--- src/rtl/gate_sequencer.sv ---
// gate_sequencer: applies a stream of two-input gate instructions to a small
// wire register file. An external 16-function gate does the logic; this block
// fetches instructions, selects the operand wires and writes the result back.
// Flow: IDLE (load wires) -> RUN (fetch/execute) -> DONE (present result).

module gate_sequencer #(
  parameter int WIRES = 16,
  parameter int IDXW  = 4
) (
  input  logic             clk,
  input  logic             rst,
  // initial wire vector
  input  logic             load_valid,
  input  logic [WIRES-1:0] load_data,
  output logic             load_ready,
  // gate instruction stream
  input  logic             ins_valid,
  input  logic [16:0]      ins_data,
  output logic             ins_ready,
  // external gate
  output logic [3:0]       gate_choice,
  output logic             gate_a,
  output logic             gate_b,
  input  logic             gate_c,
  // final wire vector
  output logic             res_valid,
  output logic [WIRES-1:0] res_data,
  input  logic             res_ready,
  // status
  output logic             busy,
  output logic [15:0]      gate_count
);

  typedef enum logic [1:0] {
    ST_IDLE = 2'd0,
    ST_RUN  = 2'd1,
    ST_DONE = 2'd2
  } state_e;

  // Field layout of ins_data, most significant field first.
  typedef struct packed {
    logic            last;
    logic [3:0]      code;
    logic [IDXW-1:0] src_a;
    logic [IDXW-1:0] src_b;
    logic [IDXW-1:0] dst;
  } ins_t;

  localparam logic [15:0] COUNT_MAX = 16'hFFFF;

  state_e           state_q,     state_d;
  logic [WIRES-1:0] wires_q,     wires_d;
  ins_t             ex_q,        ex_d;
  logic             ex_valid_q,  ex_valid_d;
  logic             last_seen_q, last_seen_d;
  logic [15:0]      count_q,     count_d;

  ins_t             ins_in;
  logic             ins_accept;

  assign ins_in = ins_t'(ins_data);

  // Next-state logic and all handshake / gate outputs.
  always_comb begin
    // NOTE: every signal written here gets a default first; a path that
    // leaves one unassigned would infer a latch.
    state_d     = state_q;
    wires_d     = wires_q;
    ex_d        = ex_q;
    ex_valid_d  = 1'b0;
    last_seen_d = last_seen_q;
    count_d     = count_q;
    load_ready  = 1'b0;
    ins_ready   = 1'b0;
    ins_accept  = 1'b0;
    res_valid   = 1'b0;
    gate_choice = 4'd0;
    gate_a      = 1'b0;
    gate_b      = 1'b0;

    // Execute stage: operands are read from the current wire values, so an
    // aliased dst is seen with its pre-write value within the same cycle.
    if (ex_valid_q) begin
      gate_choice       = ex_q.code;
      gate_a            = wires_q[ex_q.src_a];
      gate_b            = wires_q[ex_q.src_b];
      wires_d[ex_q.dst] = gate_c;
      if (count_q != COUNT_MAX) begin
        count_d = count_q + 16'd1;
      end
      if (ex_q.last) begin
        state_d = ST_DONE;
      end
    end

    unique case (state_q)
      ST_IDLE: begin
        load_ready = 1'b1;
        if (load_valid) begin
          wires_d     = load_data;
          count_d     = 16'd0;
          last_seen_d = 1'b0;
          state_d     = ST_RUN;
        end
      end

      ST_RUN: begin
        // Once the last instruction is taken, the stream is closed for this run.
        ins_ready  = ~last_seen_q;
        ins_accept = ins_valid & ~last_seen_q;
        if (ins_accept) begin
          ex_d       = ins_in;
          ex_valid_d = 1'b1;
          if (ins_in.last) begin
            last_seen_d = 1'b1;
          end
        end
      end

      ST_DONE: begin
        res_valid = 1'b1;
        if (res_ready) begin
          state_d = ST_IDLE;
        end
      end

      default: begin
        state_d = ST_IDLE;
      end
    endcase
  end

  // State register with synchronous reset; a pending instruction is dropped.
  always_ff @(posedge clk) begin
    // NOTE: sequential state uses non-blocking assignments so every register
    // samples its pre-edge inputs regardless of statement order.
    if (rst) begin
      state_q     <= ST_IDLE;
      // NOTE: the wire file is a plain 16-bit register, not a RAM, so it is
      // reset along with the control state; res_data reads zero after reset.
      wires_q     <= '0;
      ex_q        <= '0;
      ex_valid_q  <= 1'b0;
      last_seen_q <= 1'b0;
      count_q     <= 16'd0;
    end else begin
      state_q     <= state_d;
      wires_q     <= wires_d;
      ex_q        <= ex_d;
      ex_valid_q  <= ex_valid_d;
      last_seen_q <= last_seen_d;
      count_q     <= count_d;
    end
  end

  assign res_data   = wires_q;
  assign busy       = (state_q == ST_RUN) || (state_q == ST_DONE);
  assign gate_count = count_q;

endmodule
--- config.mk ---
export PLATFORM = sky130hd
export DESIGN_NAME = gate_sequencer
export DESIGN_NICKNAME = d
export VERILOG_FILES = /design/src/rtl/gate_sequencer.sv
export SDC_FILE = /design/constraint.sdc
export NUM_CORES = 1
export LEC_CHECK = 0
export ABC_AREA = 1
export CAP_MARGIN = 10
export CORE_ASPECT_RATIO = 1.75
export CORE_MARGIN = 1.5
export CORE_UTILIZATION = 49
export CTS_CLUSTER_DIAMETER = 40
export CTS_CLUSTER_SIZE = 30
export DETAILED_ROUTE_END_ITERATION = 6
export PLACE_DENSITY = 0.81
export SYNTH_ARGS = -nofsm -noshare
export SYNTH_HDL_FRONTEND = slang
export SYNTH_SLANG_ARGS = --single-unit
export TNS_END_PERCENT = 10
--- constraint.sdc ---
create_clock -name clk -period 1.9 [get_ports clk]
set_input_delay 0.38 -clock clk [delete_from_list [all_inputs] [get_ports clk]]
set_output_delay 0.38 -clock clk [all_outputs]
set_load 0.02 [all_outputs]
### Word-level counts from Yosys, hierarchy flattened

Index checks and enable logic that the tools add are counted.

* register bits after elaboration: 53
* input bits: 39
* output and inout bits: 42

* add/sub/neg operators: 1
* $lt $le $gt $ge: 4
* equal/unequal tests: 6
* multiplexer cells: 30
* bitwise gates (word level): 3
* reduce and logical (&&, ||, !) cells: 7

Operator list (count)
* two-way mux 16 bit: 7
* adder 16 x 1 -> 16 bit (second input constant): 1
* bitwise mux 16 bit: 1
* != test 16 bit (second input constant): 1
* < comparator 4 x 5 -> 1 bit (second input constant): 3
* two-way mux 1 bit: 12
* binary-select mux 1 bit (select 4 bit): 2
* two-way mux 2 bit: 4
* != test 2 bit (second input constant): 3
* case mux 2 bit (3 select lines): 1
* demux 1 bit (select 4 bit): 1
* greater-or-equal comparator 4 x 1 -> 1 bit (second input constant): 1
* two-way mux 4 bit: 1
* AND reduction 4 bit: 1
* equality test 2 x 1 -> 1 bit (second input constant): 1
* equality test 2 bit (second input constant): 1
* zero test 2 bit: 1
* NOT 1 bit: 2
* case mux 1 bit (2 select lines): 1
* AND reduction 2 bit: 1
* nonzero test 2 bit: 1
* OR reduction 2 bit: 1
* AND 1 bit: 1
* logical AND 1 bit: 1
* logical OR 1 bit: 1

### Depth between registers and ports, before layout

Gate-level depths: netlist (run 1).

* depth after elaboration: 8
* depth in mapped cells: 11
* depth with buffers taken out: 10

### Least setup slack after synthesis (run 1)

Ideal clock, no wire load.

* path type: reg-to-output
* from: reg ex_q[8] (netlist name)
* to: out gate_a
* data arrival time: 1257 ps
* path slack: 263 ps
* cell stages (with the launch flop): 6
* path through: dfxtp_1 clkbuf_1 o211ai_1 nand3_1 nand3_1 a21oi_1

* longest elaborated chain between the ends: 3

Ends and longest elaborated chain
* from (decl): line 53 `ins_t ex_q, ex_d;`
* from (signal assigned): line 142 `ex_q <= '0;`
* from (signal assigned): line 149 `ex_q <= ex_d;`
* binary-select mux 1 bit (select 4 bit): line 85 `gate_a = wires_q[ex_q.src_a];`
* two-way mux 1 bit (implied by the code): line 85
* two-way mux 1 bit: line 83 `if (ex_valid_q) begin`
* to (decl): line 22 `output logic gate_a,`

No other way between the ends. The select of a mux whose other input is x is not followed.

### Final worst setup path (run 1)

* from: reg wires_q[10], in the netlist res_data[10]
* to: out res_data[10]

RTL lines
* from (decl): line 52 `logic [WIRES-1:0] wires_q, wires_d;`
* from (signal assigned): line 148 `wires_q <= wires_d;`
* to (decl): line 27 `output logic [WIRES-1:0] res_data,`

No word-level cell between the ends.

==> reports/metrics.csv, run 1 <==
metric;value;unit
peak fanout along the critical path;3;
DRC;0;
top cell type's share of synthesized area;34.95;%
count leader, synth;nand2_1;
CP endpoint kind;output pin;
Routed Antenna Nets;0;
total wire length;9091;um
Synth Area in Compound Gates;17.77;%
adder-cell share of the synthesized area;2.061;%
worst vdd ir;0.0004782;V
Critical Path Start Type;register;
asr flop ratio synth;0;%
hold depth;2;
Ys Warns;0;
Synth Flop Type;dfxtp_1;
initial antenna violation count;0;
placed wire-length estimate;7018;um
hold_buf cts;0;
final cell utilization of the core;71.26;%
Period Utilization, post-route;97.39;%
Via density;5.360;
post-synthesis mux area share;0;%
Synth Area in Simple Gates;32.48;%
largest net degree at the start of global routing;30;
f_max;540.4;MHz
number of buffers added on ports;80;
Worst Hold Launch;ex_q[14];
die area;0.006694;mm2
Worst Hold End;ex_q[14];
Max H-tree Level;2;
class of the worst hold path;reg2reg;
final setup violation count;0;
type of the worst setup path;reg2out;
clock buffer depth;2;
area delta synth->final;39.12;%
CTS tree;yes;
via count;3484;
Critical R2R Launch;gate_count[1];
clock sink count;53;
WP data arrival;1.47;ns
GRT Overall Usage;27.77;%
Lkg Pwr;1.791;nW
final total power;2.437;mW
cell count after synthesis;468;
vias in the first global route;3394;
multi-input logic area;0.001630;mm2
register area share after synthesis;34.95;%
Synth area leaders;dfxtp_1 (35%), nand2_1 (13%), inv_1 (8.9%);
Tightest Pin Transition;0.6171;ns
Post-synth top cells;nand2_1 (107), inv_1 (72), nand3_1 (54), dfxtp_1 (53), a21oi_1 (37);
#FFs+latches synth;53;
register area;0.001067;mm2
Layout Nets;615;
Starting Density;51.22;%
num ports;81;
largest family of logic cells by synthesized area;simple AND/OR/NAND/NOR gates;
Worst-path clk slew;0.09;ns
CTS Buf Count;5;
Clock Tree Root;clkbuf_8;
max-cap violations;0;
Congestion Overflow GR;0;
share of layout cells above drive strength 1;11.89;%
Antenna Diode Count;0;
Pwr Density;577.0;mW/mm2
Slew headroom;58.54;%
RePlAce Congestion;0.9351;
synth unique cells;31;
filler cell count;550;
first-pass GRT wire length;15020;um
mapped cell area;0.003035;mm2
DR pass1 iterations;5;
fin crit period;1.850;ns
Die W;62.50;um
Cell Rows;37;
Clock Latency Late Sink;0.31;ns
WP data required;1.52;ns
final hold vios;0;
clk_skew;0.006032;ns
per-cell routed wire length;13.99;um
Mapped Nets;512;
Post-synth EDFFs;0;
core area;0.005926;mm2
Die Y;107.1;um
Slew Limit Fails;0;
FF-to-FF End;gate_count[14];
status;complete, no violations;
initial drt markers;170;
Worst R2R Path Depth;8;
r2r setup slk;0.19;ns
XOR/XNOR Fraction of Synth Area;0.8656;%
Mean Syn Cell Area;6.486;um2
largest area contributor in the netlist;dfxtp_1;
-- final cells by class --
type                       count  share of cell area (%)
clock buffer                   7                   1.807
clock inverter                 1                  0.1778
tap                           78                   2.311
inverter                      74                   6.578
multi-input combinational    322                   38.61
timing repair buffer         115                   25.24
sequential                    53                   25.27
-- metal layers --
layer	routed length [um]	global-route usage [%]
met5	0	0
met4	440	15.56
met1	3349	27.66
met2	4867	53.30
met3	433	4.617
-- power breakdown --
part           internal, mW  switching (mW)
sequential             1.17          0.0502
clock                 0.262           0.369
combinational         0.281           0.308
total                  1.71           0.727
-- worst max-delay path: stages, from the launching register on --
cell and delay [ns]:
dfxtp_1 0.43, buf_4 0.15, clkdlybuf4s50_1 0.59
-- cell families (layout without fill, tap and decap cells) --
logic type | count (synthesis) | after routing
AO/OA/AOI/OAI | 96 | 96
XOR/XNOR | 3 | 3
adder cells (fa/ha/maj) | 5 | 5
buffers and inverters | 93 | 197
flip-flops | 53 | 53
AND/OR/NAND/NOR | 218 | 218
-- how the worst max path moves through the flow --
| stage | start | to | cells past startpoint |
|---|---|---|---|
| 5_1_grt | ex_q[8] | gate_a | 7 |
| 3_3_place_gp | ex_q[8] | gate_a | 7 |
| 4_1_cts | ex_q[8] | gate_a | 7 |
| 6_report | res_data[10] | res_data[10] | 2 |
| 3_5_place_dp | ex_q[8] | gate_a | 7 |
| 2_1_floorplan | ex_q[8] | gate_a | 5 |
-- through the flow --
stage | cell area [um2] | TNS (ns) | setup WS (ns) | hold slack (ns) | cells
4_1_cts | 4189 | -0.1407 | -0.1407 | 0.4698 | 649
3_3_place_gp | 4119 | -0.1559 | -0.1262 | 0.4513 | 641
3_5_place_dp | 4119 | -0.1907 | -0.1413 | 0.4567 | 641
6_report | 4223 | 0 | 0.04961 | 0.4680 | 650
5_1_grt | 4223 | -0.02205 | -0.02205 | 0.4945 | 650
2_1_floorplan | 3035 | 0 | 0.2625 | 0.4375 | 468
-- cells in the final DEF (no fill, tap or decap), types with 2 or more instances in the layout --
cell type,instances
nor2_2,2
nand4_1,9
buf_4,35
clkbuf_8,5
dlygate4sd2_1,7
dfxtp_1,50
nand2_1,107
o21ai_0,32
nand2_2,4
inv_2,2
nor2_1,30
ha_1,5
inv_1,72
o21ai_1,2
a21oi_1,34
xor2_1,2
clkdlybuf4s50_1,70
clkbuf_1,2
nand3_2,3
nand3_1,53
o31ai_1,2
nand3b_1,2
a31oi_1,4
nor2_4,3
or2_2,2
dfxtp_2,2
o211ai_1,16
a21oi_2,4
-- flip-flops by register name, summed over array words and instances, names as in the netlist --
name,flops
ex_q,17
gate_count,16
res_data,16
state_q,2
ex_valid_q,1
last_seen_q,1
-- repair_timing --
action	4_1_cts	5_1_grt
resized for setup	15	14
buffers inserted	0	1
pin swaps	0	2
endpoints found under the setup margin	10	3
Note: power is estimated with default switching activity, not from simulation.
==> run 2, diff against run 1 <==
--- a/config.mk
+++ b/config.mk
@@ -14,6 +14,7 @@
 export CTS_CLUSTER_SIZE = 30
 export DETAILED_ROUTE_END_ITERATION = 6
 export PLACE_DENSITY = 0.81
+export SETUP_SLACK_MARGIN = 0.02
 export SYNTH_ARGS = -nofsm -noshare
 export SYNTH_HDL_FRONTEND = slang
 export SYNTH_SLANG_ARGS = --single-unit
==> run 2 against run 1 <==
  * First-iteration DRC count rose by 21%
  * Core utilization grew 0.084 points
  * Worst hold slack is essentially flat
  * Wire length is 0.12% higher
  * Largest cell class unchanged
  * Highest routed layer unchanged
==> reports/metrics.csv, run 2 (synthesis results as in run 1) <==
metric;value;unit
final cell utilization of the core;71.35;%
die area;0.006694;mm2
fin crit period;1.856;ns
worst vdd ir;0.0004808;V
Worst-path clk slew;0.09;ns
per-cell routed wire length;14.00;um
area delta synth->final;39.28;%
DR pass1 iterations;4;
filler cell count;549;
Pwr Density;576.2;mW/mm2
Lkg Pwr;1.793;nW
Tightest Pin Transition;0.6098;ns
number of buffers added on ports;80;
CTS tree;yes;
max-cap violations;0;
largest net degree at the start of global routing;30;
Slew Limit Fails;0;
Top reg by flops;ex_q;
core area;0.005926;mm2
class of the worst hold path;reg2reg;
CTS Buf Count;5;
Die Y;107.1;um
most common cell after layout, fill and taps aside;nand2_1;
RSZ-0062 raised after global routing;true;
Slew headroom;59.03;%
final hold vios;0;
share of layout cells above drive strength 1;12.41;%
Critical Path Start Type;register;
initial drt markers;205;
CP endpoint kind;output pin;
status;complete, no violations;
GRT Overall Usage;27.77;%
f_max;538.9;MHz
multi-input logic area;0.001634;mm2
initial antenna violation count;0;
Routed Antenna Nets;0;
WP data arrival;1.48;ns
clock buffer depth;2;
Antenna Diode Count;0;
vias in the first global route;3394;
Max H-tree Level;2;
final worst slack;0.04448;ns
first-pass GRT wire length;15020;um
type of the worst setup path;reg2out;
DRC;0;
Largest register FFs;17;
Congestion Overflow GR;0;
Cell Rows;37;
setup TNS;0;ns
clock sink count;53;
num ports;81;
pre-CTS setup slack;-0.1413;ns
Clock Latency Late Sink;0.31;ns
via count;3486;
final setup violation count;0;
Period Utilization, post-route;97.66;%
register area;0.001070;mm2
RePlAce Congestion;0.9351;
hold_buf cts;0;
Layout Nets;615;
Via density;5.363;
Clock Tree Root;clkbuf_8;
total wire length;9102;um
WP data required;1.52;ns
Starting Density;51.22;%
placed wire-length estimate;7018;um
Die W;62.50;um
clk_skew;0.006210;ns
most frequent cells in the layout;nand2_1 (107), inv_1 (71), clkdlybuf4s50_1 (70), nand3_1 (53), dfxtp_1 (50);
peak fanout along the critical path;3;
run 2: cell type report:
cell class / count / share of cell area (%)
clock inverters: 1 / 0.1776
multi-input cells: 322 / 38.65
repair buffers: 115 / 25.18
clock buffers: 7 / 1.805
flip-flops and latches: 53 / 25.30
inverters: 74 / 6.570
well taps: 78 / 2.308
run 2: path summary, 6_finish.rpt:
| check | start | end | slack [ns] | cells past startpoint |
|---|---|---|---|---|
| setup / recovery | res_data[10] | res_data[10] | 0.04 | 2 |
| hold / removal | ex_q[14] | ex_q[14] | 0.47 | 2 |
| setup reg to reg | gate_count[1] | gate_count[14] | 0.20 | 8 |
| hold reg to reg | ex_q[14] | ex_q[14] | 0.47 | 2 |
run 2: power by group:
group,leakage (nW),total (mW),switching [mW],internal (mW)
logic,1.32,0.590,0.309,0.282
registers,0.435,1.22,0.0511,1.17
clock network,0.0385,0.628,0.367,0.262
total,1.79,2.44,0.727,1.71
run 2: worst max-delay path: stages, from the launching register on:
cell and delay [ns]:
dfxtp_1 0.43, buf_4 0.15, clkdlybuf4s50_1 0.59
run 2: timing repair:
| action | in CTS | in global routing |
|---|---|---|
| gates resized for setup | 15 | 20 |
| endpoints found under the setup margin | 10 | 4 |
| pin swaps | 0 | 4 |
| endpoints found under the hold margin | 0 | 0 |
| setup buffers | 0 | 1 |
run 2: routing by layer:
layer  GRT usage (%)  wire [um]  vias up  share of wire [%]
met5               0          0        -                  0
met4           15.56        428        0                4.7
met3           4.617        403       33                4.4
met2           53.30       4867      104                 53
met1           27.66       3402     1615                 37
li1                -          -     1734                  -
run 2: stage by stage:
step | instance area (um2) | power, mW | hold slack [ns] | cells
finish | 4228 | 2.436 | 0.4682 | 650
global route | 4228 | 2.549 | 0.4945 | 650
CTS | 4189 | 2.429 | 0.4698 | 649
detailed placement | 4119 | 1.817 | 0.4567 | 641
global placement | 4119 | 1.805 | 0.4513 | 641
floorplan | 3035 | 1.517 | 0.4375 | 468
==> run 3, diff against run 2 <==
--- a/config.mk
+++ b/config.mk
@@ -5,15 +5,14 @@
 export SDC_FILE = /design/constraint.sdc
 export NUM_CORES = 1
 export LEC_CHECK = 0
-export ABC_AREA = 1
 export CAP_MARGIN = 10
 export CORE_ASPECT_RATIO = 1.75
 export CORE_MARGIN = 1.5
-export CORE_UTILIZATION = 49
+export CORE_UTILIZATION = 47
 export CTS_CLUSTER_DIAMETER = 40
 export CTS_CLUSTER_SIZE = 30
 export DETAILED_ROUTE_END_ITERATION = 6
-export PLACE_DENSITY = 0.81
+export PLACE_DENSITY = 0.75
 export SETUP_SLACK_MARGIN = 0.02
 export SYNTH_ARGS = -nofsm -noshare
 export SYNTH_HDL_FRONTEND = slang
==> run 3 against run 2 <==
  * The run now ends with negative setup slack left
  * Clock power grew 28%
  * First-iteration DRC count fell by 14%
  * Flip-flop and latch count did not move
  * Via count decreased by 14%
  * Synthesized area decreased by 9.0%
  * Sequential share of layout area up 0.82 points
  * Core utilization rose by 1.5 points
  * Fmax shrank 12%
  * Register-to-register slack got worse by 0.05 ns
  * Largest cell class unchanged
==> reports/metrics.csv, run 3 <==
metric;value;unit
status;finished with violations;
failing checks;negative setup slack;
die area;0.006365;mm2
most common cell after layout, fill and taps aside;clkdlybuf4s50_1;
final hold vios;0;
largest area contributor in the netlist;dfxtp_1;
GRT Overall Usage;27.20;%
crit-path cells;mux4_2, nand2b_4, o311ai_4, o22ai_2, buf_6;
Mapped Nets;387;
Slew Limit Fails;0;
Clock Tree Root;clkbuf_8;
RePlAce Congestion;0.8435;
Antenna Diode Count;0;
final setup violation count;2;
WP data arrival;1.72;ns
CTS Buf Count;5;
asr flop ratio synth;0;%
initial antenna violation count;0;
Post-synth top cells;nand2_1 (58), dfxtp_1 (53), a21oi_1 (32), nor2_1 (31), o21ai_0 (19);
final worst slack;-0.2048;ns
Synth Area in Compound Gates;18.39;%
crit-path leading delay family;multiplexers;
Die W;60.96;um
final total power;2.552;mW
clk_skew;0.005726;ns
Mean Syn Cell Area;8.054;um2
Slew headroom;67.26;%
Synth area leaders;dfxtp_1 (38%), nand2_1 (7.9%), a21oi_1 (5.8%);
Clock Latency Late Sink;0.31;ns
Tightest Pin Transition;0.4867;ns
cell count after synthesis;343;
Die Y;104.4;um
register area share after synthesis;38.41;%
most frequent cells in the layout;clkdlybuf4s50_1 (68), nand2_1 (58), dfxtp_1 (49), buf_4 (42);
placed wire-length estimate;6238;um
Max H-tree Level;2;
Lkg Pwr;1.502;nW
f_max;475.1;MHz
Post-CTS Setup Bufs;0;
Buf/Inv on CP;1;
clock sink count;53;
CTS tree;yes;
Via density;5.633;
Slowest Stage Delay on Critical Path;0.51;ns
Period Utilization, post-route;110.8;%
peak fanout along the critical path;5;
Synth Flop Type;dfxtp_1;
WP data required;1.52;ns
Pwr Density;622.4;mW/mm2
Placed Instances;524;
number of buffers added on ports;80;
Layout Nets;499;
Congestion Overflow GR;0;
DRC;0;
Synth Area in Simple Gates;28.89;%
Starting Density;49.07;%
synth unique cells;43;
Worst-path clk slew;0.09;ns
max-cap violations;0;
num ports;81;
initial drt markers;176;
XOR/XNOR Fraction of Synth Area;0;%
Ys Warns;0;
worst vdd ir;0.0005243;V
hold_buf cts;0;
post-synthesis mux area share;8.424;%
clock buffer depth;2;
per-cell routed wire length;15.19;um
Routed Antenna Nets;0;
adder-cell share of the synthesized area;2.264;%
CP endpoint kind;output pin;
top cell type's share of synthesized area;38.41;%
RSZ-0062 raised after global routing;true;
class of the worst hold path;reg2reg;
largest family of logic cells by synthesized area;simple AND/OR/NAND/NOR gates;
largest net degree at the start of global routing;38;
vias in the first global route;2919;
Top reg by flops;ex_q;
final instance area;0.004100;mm2
share of layout cells above drive strength 1;16.45;%
core area;0.005630;mm2
Crit-path slowest cell;mux4_2;
#FFs+latches synth;53;
placed cell area;0.003936;mm2
pre-CTS setup slack;-0.4198;ns
area delta synth->final;48.41;%
first-pass GRT wire length;13260;um
count leader, synth;nand2_1;
mapped cell area;0.002763;mm2
Post-synth EDFFs;0;
fin crit period;2.105;ns
Critical Path Start Type;register;
type of the worst setup path;reg2out;
via count;2997;
Largest register FFs;17;
final cell utilization of the core;72.82;%
Cell Rows;36;
total wire length;8082;um
DR pass1 iterations;4;
Post-Layout Cell Count;532;
## run 3: worst paths after layout
path                                       to  slack, ns  cells after the start     startpoint
worst max register to register  gate_count[9]       0.15                      4  gate_count[4]
worst max-delay path                   gate_a      -0.20                      5        ex_q[8]
worst min-delay path                 ex_q[12]       0.45                      2       ex_q[12]
worst min register to register       ex_q[12]       0.45                      2       ex_q[12]
## run 3: power breakdown
group / switching, mW / leakage [nW] / internal (mW)
clock: 0.376 / 0.0585 / 0.430
combinational: 0.247 / 1.01 / 0.287
sequential: 0.0515 / 0.435 / 1.16
## run 3: cell families (layout without fill, tap and decap cells)
kind of cell / Yosys count / after routing
AND/OR/NAND/NOR: 159 / 159
AO/OA/AOI/OAI: 82 / 82
flip-flops: 53 / 53
buffers and inverters: 26 / 139
multiplexers: 18 / 18
adder cells (fa/ha/maj): 5 / 5
## run 3: area by class of cell
class | count | area [um2]
clock buffers | 7 | 86.33
repair buffers | 123 | 1139
clock inverters | 1 | 30.03
flip-flops and latches | 53 | 1071
well taps | 76 | 95.09
fillers | 476 | 1530
multi-input cells | 264 | 1649
inverters | 8 | 30.03
## run 3: through the flow
step	setup TNS (ns)	hold slack, ns
after floorplan	-0.04158	0.4317
after global placement	-0.6936	0.4390
after detailed placement	-0.7468	0.4444
after CTS	-0.3952	0.4576
after global routing	-0.4613	0.4929
final	-0.3327	0.4545
## run 3: metal layers
metal | vias to the layer above | GRT usage, % | share of wire [%]
li1 | 1469 | - | -
met1 | 1409 | 28.12 | 36
met2 | 95 | 49.08 | 57
met3 | 24 | 4.478 | 3.0
met4 | 0 | 13.98 | 4.1
met5 | - | 0 | 0
## run 3: worst reg2reg max path, stage by stage (launching register included)
cell and delay, ns:
dfxtp_1 0.44, nand4_4 0.18, or3b_4 0.45, or4_1 0.48, a21oi_1 0.14
## run 3: timing repair
item                       CTS  global route
setup endpoints to repair   10             6
gates resized for setup     28             9
pin swaps                    4             2
